File: src/rtl/vid_fetch_if.sv
// Memory-side read bus between vid_fetch and the SDRAM controller.
// master: mem_rd/mem_adr out, mem_ack/mem_valid/mem_rdata in.
interface vid_fetch_if #(
  parameter int ADR_W = 24
);
  logic             mem_rd;
  logic [ADR_W-1:0] mem_adr;
  logic             mem_ack;
  logic             mem_valid;
  logic [31:0]      mem_rdata;

  modport master (
    output mem_rd,
    output mem_adr,
    input  mem_ack,
    input  mem_valid,
    input  mem_rdata
  );

  modport slave (
    input  mem_rd,
    input  mem_adr,
    output mem_ack,
    output mem_valid,
    output mem_rdata
  );
endinterface

File: src/rtl/vid_fetch.sv
// Framebuffer fetch engine: issues SDRAM bursts into a prefetch FIFO
// and hands one 32-bit word (two 16-bit pixels) to the display per req.
//
// Ports:
//   clk, rst       clock, synchronous active-high reset
//   frame_start_i  restart frame at fb_base_i, flush FIFO, clear underrun
//   fb_base_i      frame base word address
//   req_i          consume one word this cycle
//   viddata_o      registered FIFO head
//   underrun_o     sticky: req seen with empty FIFO
//   mem            vid_fetch_if.master burst read bus
// Optional (`define VID_FETCH_STATS_EN):
//   underrun_cnt_o saturating count of empty-FIFO req cycles
//   fifo_low_o     lowest FIFO fill since last frame_start
module vid_fetch #(
  parameter int ADR_W       = 24,
  parameter int FRAME_WORDS = 153600,
  parameter int BURST       = 8,
  parameter int FIFO_DEPTH  = 32
) (
  input  logic             clk,
  input  logic             rst,
  input  logic             frame_start_i,
  input  logic [ADR_W-1:0] fb_base_i,
  input  logic             req_i,
  output logic [31:0]      viddata_o,
  output logic             underrun_o,
`ifdef VID_FETCH_STATS_EN
  output logic [15:0]      underrun_cnt_o,
  output logic [$clog2(FIFO_DEPTH):0] fifo_low_o,
`endif
  vid_fetch_if.master      mem
);

  localparam int AW   = $clog2(FIFO_DEPTH);
  localparam int CW   = AW + 1;
  localparam int FS_W = CW + 1;
  localparam int RW   = $clog2(FRAME_WORDS + 1);
  localparam int BW   = $clog2(BURST + 1);

  typedef enum logic [1:0] {
    IDLE,
    REQ,
    DATA,
    DRAIN
  } state_t;

  state_t           state_q;
  logic [ADR_W-1:0] fptr_q;
  logic [RW-1:0]    remain_q;
  logic [BW-1:0]    inflight_q;
  logic             mem_rd_q;
  logic [ADR_W-1:0] mem_adr_q;

  logic [31:0]      fifo_q [FIFO_DEPTH];
  logic [AW-1:0]    wr_ptr_q;
  logic [AW-1:0]    wr_ptr_d;
  logic [AW-1:0]    rd_ptr_q;
  logic [AW-1:0]    rd_ptr_d;
  logic [CW-1:0]    count_q;
  logic [CW-1:0]    count_d;
  logic [31:0]      viddata_q;
  logic             underrun_q;

  logic             push;
  logic             pop;
  logic             empty_req;
  logic [FS_W-1:0]  free;
  logic             fetch_go;

  assign mem.mem_rd  = mem_rd_q;
  assign mem.mem_adr = mem_adr_q;
  assign viddata_o   = viddata_q;
  assign underrun_o  = underrun_q;

  // Words returned after a frame_start (DRAIN) never reach the FIFO.
  assign push = (state_q == DATA)
              && mem.mem_valid
              && !frame_start_i;

  assign pop = req_i
             && (count_q != '0)
             && !frame_start_i;

  assign empty_req = req_i
                   && (count_q == '0)
                   && !frame_start_i;

  // Inflight words already own FIFO slots, so an accepted
  // burst always fits.
  assign free = FS_W'(FIFO_DEPTH)
              - FS_W'(count_q)
              - FS_W'(inflight_q);

  assign fetch_go = (remain_q != '0)
                  && (free >= FS_W'(BURST));

  always_ff @(posedge clk) begin
    if (rst) begin
      state_q    <= IDLE;
      fptr_q     <= '0;
      remain_q   <= '0;
      inflight_q <= '0;
      mem_rd_q   <= 1'b0;
      mem_adr_q  <= '0;
    end else begin
      if (frame_start_i) begin
        fptr_q   <= fb_base_i;
        remain_q <= RW'(FRAME_WORDS);
      end
      unique case (state_q)
        IDLE: begin
          if (!frame_start_i && fetch_go) begin
            state_q   <= REQ;
            mem_rd_q  <= 1'b1;
            mem_adr_q <= fptr_q;
          end
        end
        REQ: begin
          if (mem.mem_ack) begin
            // Accepted even if a frame_start coincides;
            // its data must then be drained.
            mem_rd_q   <= 1'b0;
            inflight_q <= BW'(BURST);
            if (frame_start_i) begin
              state_q <= DRAIN;
            end else begin
              state_q <= DATA;
              fptr_q  <= fptr_q + ADR_W'(BURST);
              if (remain_q > RW'(BURST))
                remain_q <= remain_q - RW'(BURST);
              else
                remain_q <= '0;
            end
          end else if (frame_start_i) begin
            mem_rd_q <= 1'b0;
            state_q  <= IDLE;
          end
        end
        DATA, DRAIN: begin
          if (mem.mem_valid && inflight_q != '0)
            inflight_q <= inflight_q - BW'(1);
          if (mem.mem_valid && inflight_q == BW'(1))
            state_q <= IDLE;
          else if (frame_start_i)
            state_q <= DRAIN;
        end
      endcase
    end
  end

  always_comb begin
    wr_ptr_d = wr_ptr_q + AW'(push);
    rd_ptr_d = rd_ptr_q + AW'(pop);
    count_d  = count_q + CW'(push) - CW'(pop);
    if (frame_start_i) begin
      rd_ptr_d = wr_ptr_q;
      count_d  = '0;
    end
  end

  always_ff @(posedge clk) begin
    if (push)
      fifo_q[wr_ptr_q] <= mem.mem_rdata;
  end

  always_ff @(posedge clk) begin
    if (rst) begin
      wr_ptr_q   <= '0;
      rd_ptr_q   <= '0;
      count_q    <= '0;
      viddata_q  <= '0;
      underrun_q <= 1'b0;
    end else begin
      wr_ptr_q <= wr_ptr_d;
      rd_ptr_q <= rd_ptr_d;
      count_q  <= count_d;
      // Head only moves when a word will be present; an
      // empty FIFO keeps showing the last word.
      if (count_d != '0) begin
        if (push && count_q == CW'(pop))
          viddata_q <= mem.mem_rdata;
        else
          viddata_q <= fifo_q[rd_ptr_d];
      end
      if (frame_start_i)
        underrun_q <= 1'b0;
      else if (empty_req)
        underrun_q <= 1'b1;
    end
  end

`ifdef VID_FETCH_STATS_EN
  logic [15:0]   unr_cnt_q;
  logic [CW-1:0] low_q;

  assign underrun_cnt_o = unr_cnt_q;
  assign fifo_low_o     = low_q;

  always_ff @(posedge clk) begin
    if (rst) begin
      unr_cnt_q <= '0;
      low_q     <= CW'(FIFO_DEPTH);
    end else begin
      if (empty_req && unr_cnt_q != 16'hFFFF)
        unr_cnt_q <= unr_cnt_q + 16'd1;
      if (frame_start_i)
        low_q <= CW'(FIFO_DEPTH);
      else if (count_q < low_q)
        low_q <= count_q;
    end
  end
`endif

endmodule

File: src/flat_wrapper.sv
// flat-port wrapper written by rule: the top's interface ports become plain ports
module vid_fetch_flat 
#(
  parameter int ADR_W       = 24,
  parameter int FRAME_WORDS = 153600,
  parameter int BURST       = 8,
  parameter int FIFO_DEPTH  = 32
)
  (clk, rst, frame_start_i, fb_base_i, req_i, viddata_o, underrun_o, mem_mem_rd, mem_mem_adr, mem_mem_ack, mem_mem_valid, mem_mem_rdata);
  vid_fetch_if #(.ADR_W(ADR_W)) mem_i ();
  input  logic clk;
  input  logic rst;
  input  logic frame_start_i;
  input  logic [ADR_W-1:0] fb_base_i;
  input  logic req_i;
  output logic [31:0] viddata_o;
  output logic underrun_o;
  output wire logic [$bits(mem_i.mem_rd)-1:0] mem_mem_rd;
  output wire logic [$bits(mem_i.mem_adr)-1:0] mem_mem_adr;
  input wire logic [$bits(mem_i.mem_ack)-1:0] mem_mem_ack;
  input wire logic [$bits(mem_i.mem_valid)-1:0] mem_mem_valid;
  input wire logic [$bits(mem_i.mem_rdata)-1:0] mem_mem_rdata;
  assign mem_mem_rd = mem_i.mem_rd;
  assign mem_mem_adr = mem_i.mem_adr;
  assign mem_i.mem_ack = mem_mem_ack;
  assign mem_i.mem_valid = mem_mem_valid;
  assign mem_i.mem_rdata = mem_mem_rdata;
  vid_fetch #(.ADR_W(ADR_W), .FRAME_WORDS(FRAME_WORDS), .BURST(BURST), .FIFO_DEPTH(FIFO_DEPTH)) u_core (.clk(clk), .rst(rst), .frame_start_i(frame_start_i), .fb_base_i(fb_base_i), .req_i(req_i), .viddata_o(viddata_o), .underrun_o(underrun_o), .mem(mem_i));
endmodule
File: config.mk
export PLATFORM = sky130hd
export DESIGN_NAME = vid_fetch_flat
export DESIGN_NICKNAME = d
export VERILOG_FILES = /design/src/rtl/vid_fetch_if.sv /design/src/rtl/vid_fetch.sv /design/src/flat_wrapper.sv
export SDC_FILE = /design/constraint.sdc
export NUM_CORES = 2
export LEC_CHECK = 0
export BUFFER_PORTS_ARGS = -buffer_cell sky130_fd_sc_hd__buf_2
export CORE_AREA = 2 2 295 297
export CTS_CLUSTER_DIAMETER = 120
export CTS_CLUSTER_SIZE = 24
export DETAILED_ROUTE_END_ITERATION = 10
export DIE_AREA = 0 0 297 299
export PLACE_DENSITY = 0.74
export SYNTH_ARGS = -nofsm -noshare
export SYNTH_HDL_FRONTEND = slang
export SYNTH_SLANG_ARGS = --single-unit
File: constraint.sdc
create_clock -name clk -period 4 [get_ports clk]
set_input_delay 0 -clock clk [delete_from_list [all_inputs] [get_ports clk]]
set_output_delay 0 -clock clk [all_outputs]
set_load 0.05 [all_outputs]
==> summary.txt <==
Run
  • # Max-Cap Violations: 0

Critical path
  • Crit Path Category: flip-flop to flip-flop
  • Crit path max fanout: 8
  • Max incr delay on CP: 0.48 ns
  • CP max stage cell: mux4_2
  • Crit path launch type: flip-flop
  • Crit path cell chain: inv_1 > ha_1 > and3b_1 > and2_1 > nor3b_2 > buf_4 > ha_4 > ha_2 > mux2i_4 > buf_12 > buf_16 > buf_12 > mux2i_1 > mux4_2 > a32oi_2 > nand3_2 > a311oi_2
  • Most frequent CP cell: buf_12
  • Critical path capture point type: flip-flop
  • Flop2flop setup slack: between 0.09 and 0.1 ns
  • WP data arrival: 4.47 ns
  • CP required: 4.56 ns

STA
  • Worst setup slack after layout: between 0.09 and 0.1 ns
  • RSZ-0062 raised after global routing: yes
  • Slew Limit Fails: 0
  • Period Utilization, post-route: between 90% and 100%
  • Endpoints failing setup: 0
  • Slew @ Worst Pin: 1.042 ns
  • Minimum clock period: between 3 and 4 ns
  • Slew HR: between 30% and 40%
  • Clock skew: about 0.03 ns
  • Maximum achievable frequency: approximately 260 MHz
  • Final Hold Viols: 0

CTS
  • CTS sink cnt: ~1.1k
  • # H-tree levels: 2
  • Clock transition at the registers of the reported paths: roughly 0.10 ns
  • CTS tree: yes
  • CTS Buf Count: between 50 and 60
  • Clk_lat worst skew: between 0.6 and 0.7 ns
  • CTS root buf: clkbuf_16
  • Clock tree buffer depth: 3

Logic synthesis
  • Top_reg_cell synth: edfxtp_1
  • Syn Std Cell Area: 46620 um2
  • Yosys top cell area share: 65.96%
  • Post-synthesis sequential area ratio: between 70% and 80%
  • Cells after synthesis: 2952
  • Post-synth EDFFs: 1024
  • Area leader, netlist: edfxtp_1
  • Mean post-synth cell area: ~16 um2
  • Area contributors post-synth: edfxtp_1 (66%), mux4_2 (7.7%), dfxtp_1 (5.2%)
  • Synthesis warning total: 0
  • #FFs+latches synth: around 1.1k
  • Syn_nets: about 3.0k
  • FFs w/ async S/R, synth: 0%
  • Distinct cell type count after synthesis: 65

Placement
  • Placed instance area: about 50000 um2
  • Port bufs: 119
  • GPL Wtd Cong: about 0.85
  • Placed cells: approximately 4.2k
  • DP Worst Slack: -0.003098 ns
  • Dpl hpwl: between 70000 and 80000 um

Floorplan
  • Core ar.: around 86000 um2
  • Die ar.: roughly 89000 um2
  • Die height: about 300 um
  • Initial core utilization: 54.24%
  • Site Rows: approximately 110
  • Die Wd: 297 um
  • # IOs: 120

Global routing
  • GR Overflow Total: 0
  • Vias in the first global route: approximately 28k
  • Total global-route track usage: between 20% and 30%
  • Largest net degree at the start of global routing: around 110
  • Initial antenna violation count: 2
  • First-pass GRT wire length: 180500 um

Layout
  • Fill cells: slightly above 6k
  • # nets final: ~3.3k
  • Share of cells above drive strength 1: a little under a fifth
  • Area growth syn-to-layout: 12.81%
  • Antenna cells: 0
  • Finished Cell Area: roughly 53000 um2
  • Non-Filler Instances: approximately 4.4k
  • Most common cell after layout, fill and taps aside: edfxtp_1
  • Most frequent cells in the layout: edfxtp_1 (1024), nand2_1 (351), a21oi_1 (225), mux4_2 (160), mux2i_1 (159)
  • Fin util: roughly 61%

Detailed routing
  • Post-DR vias/cell: roughly 6.5
  • Final WL: around 120000 um
  • Routed len/inst: roughly 28 um
  • First drt pass iteration count: 7
  • Vias: 28.40k
  • Antenna Violating Nets Remaining: 0
  • DRC errors left: 0
  • Initial DRC count: between 4k and 5k

Power and ir drop
  • Pleak: ~0.018 uW
  • Worst VDD drop: around 0.50 mV
  • Total power: around 25000 uW
  • Power Dens Cells: about 480 nW/um2

Worst hold path
  • Worst min path class: primary input to flip-flop

Run status
  • Result of the run: finished clean
-- sequential cells by signal (all words and copies together), names as in the netlist --
name	flops
u_core.remain_q	18
u_core.viddata_o	32
u_core.mem.mem_rd	1
u_core.fifo_q	1024
u_core.inflight_q	4
u_core.wr_ptr_q	5
u_core.fptr_q	24
u_core.count_q	6
u_core.underrun_o	1
u_core.mem.mem_adr	24
u_core.state_q	2
u_core.rd_ptr_q	5
-- report_power, final --
group	internal [uW]	switching, uW	total, uW
registers	13200	264	13500
clock network	2630	3610	6240
logic	1980	3300	5290
-- critical path: cells and delay by family (launching register included) --
kind	cells	cell delay, ns
compound gates	2	0.55
fa+ha+maj	3	0.63
buf+inv	5	0.71
flops	1	0.34
mux	3	0.79
simple gates	4	0.77
-- worst paths after layout --
| check | startpoint | endpoint | cells past startpoint |
|---|---|---|---|
| hold reg to reg | u_core.remain_q[0]$_SDFFE_PP0P_ | u_core.remain_q[0]$_SDFFE_PP0P_ | 1 |
| setup reg to reg | u_core.count_q[2]$_SDFF_PP0_ | u_core.viddata_o[6]$_SDFFE_PP0P_ | 17 |
| hold / removal | frame_start_i | u_core.remain_q[12]$_SDFF_PP0_ | 4 |
| setup / recovery | u_core.count_q[2]$_SDFF_PP0_ | u_core.viddata_o[6]$_SDFFE_PP0P_ | 17 |
-- cells in the mapped netlist (13+ instances only) --
library cell	n
a211o_1	31
edfxtp_1	1024
clkbuf_1	110
and2_1	13
inv_1	23
buf_4	20
a22oi_1	63
xor2_1	15
nand3_1	54
mux4_2	160
dfxtp_1	122
a21oi_1	225
xnor2_1	18
o21ai_0	15
mux2i_1	160
buf_2	33
buf_1	18
nor3_1	39
nor2_1	161
o22ai_1	63
a311oi_2	30
o311ai_0	30
nand2_1	352
ha_1	25
a32oi_1	30
-- final cells by class --
class	instances	area, um2	area share, %
multi-input combinational	1591	12870	24.47
inverter	23	86.33	0.1642
tap	1155	1445	2.748
clock buffer	95	1494	2.841
sequential	1146	33200	63.13
timing repair buffer	366	3427	6.517
clock inverter	4	67.56	0.1285
-- logic make-up after synthesis --
group / synth area share, %
xor+xnor: 0.6200
compound gates: 7.827
simple gates: 6.192
buf+inv: 2.182
fa+ha+maj: 0.7569
flops: 71.20
mux: 11.22
-- metal layers --
metal | global-route usage [%] | part of all wire [%]
met1 | 37.29 | 37
met2 | 44.35 | 48
met5 | 0 | 0.010
met3 | 4.973 | 10
met4 | 10.22 | 4.0
-- what timing repair did --
item,CTS,global route
setup buffers,0,19
setup endpoints to repair,12,31
cloned,0,9
hold endpoints to repair,1111,0
pin swaps,0,10
resized for setup,2,33
hold buffers,85,0
-- metrics by stage --
stage	hold slack [ns]	TNS [ns]
after global routing	0.09140	-0.1673
final	0.09444	0
after global placement	0.2343	0
after detailed placement	0.2424	-0.003098
after floorplan	0.09887	0
after CTS	0.05720	0
(Power assumes the default switching activity.)
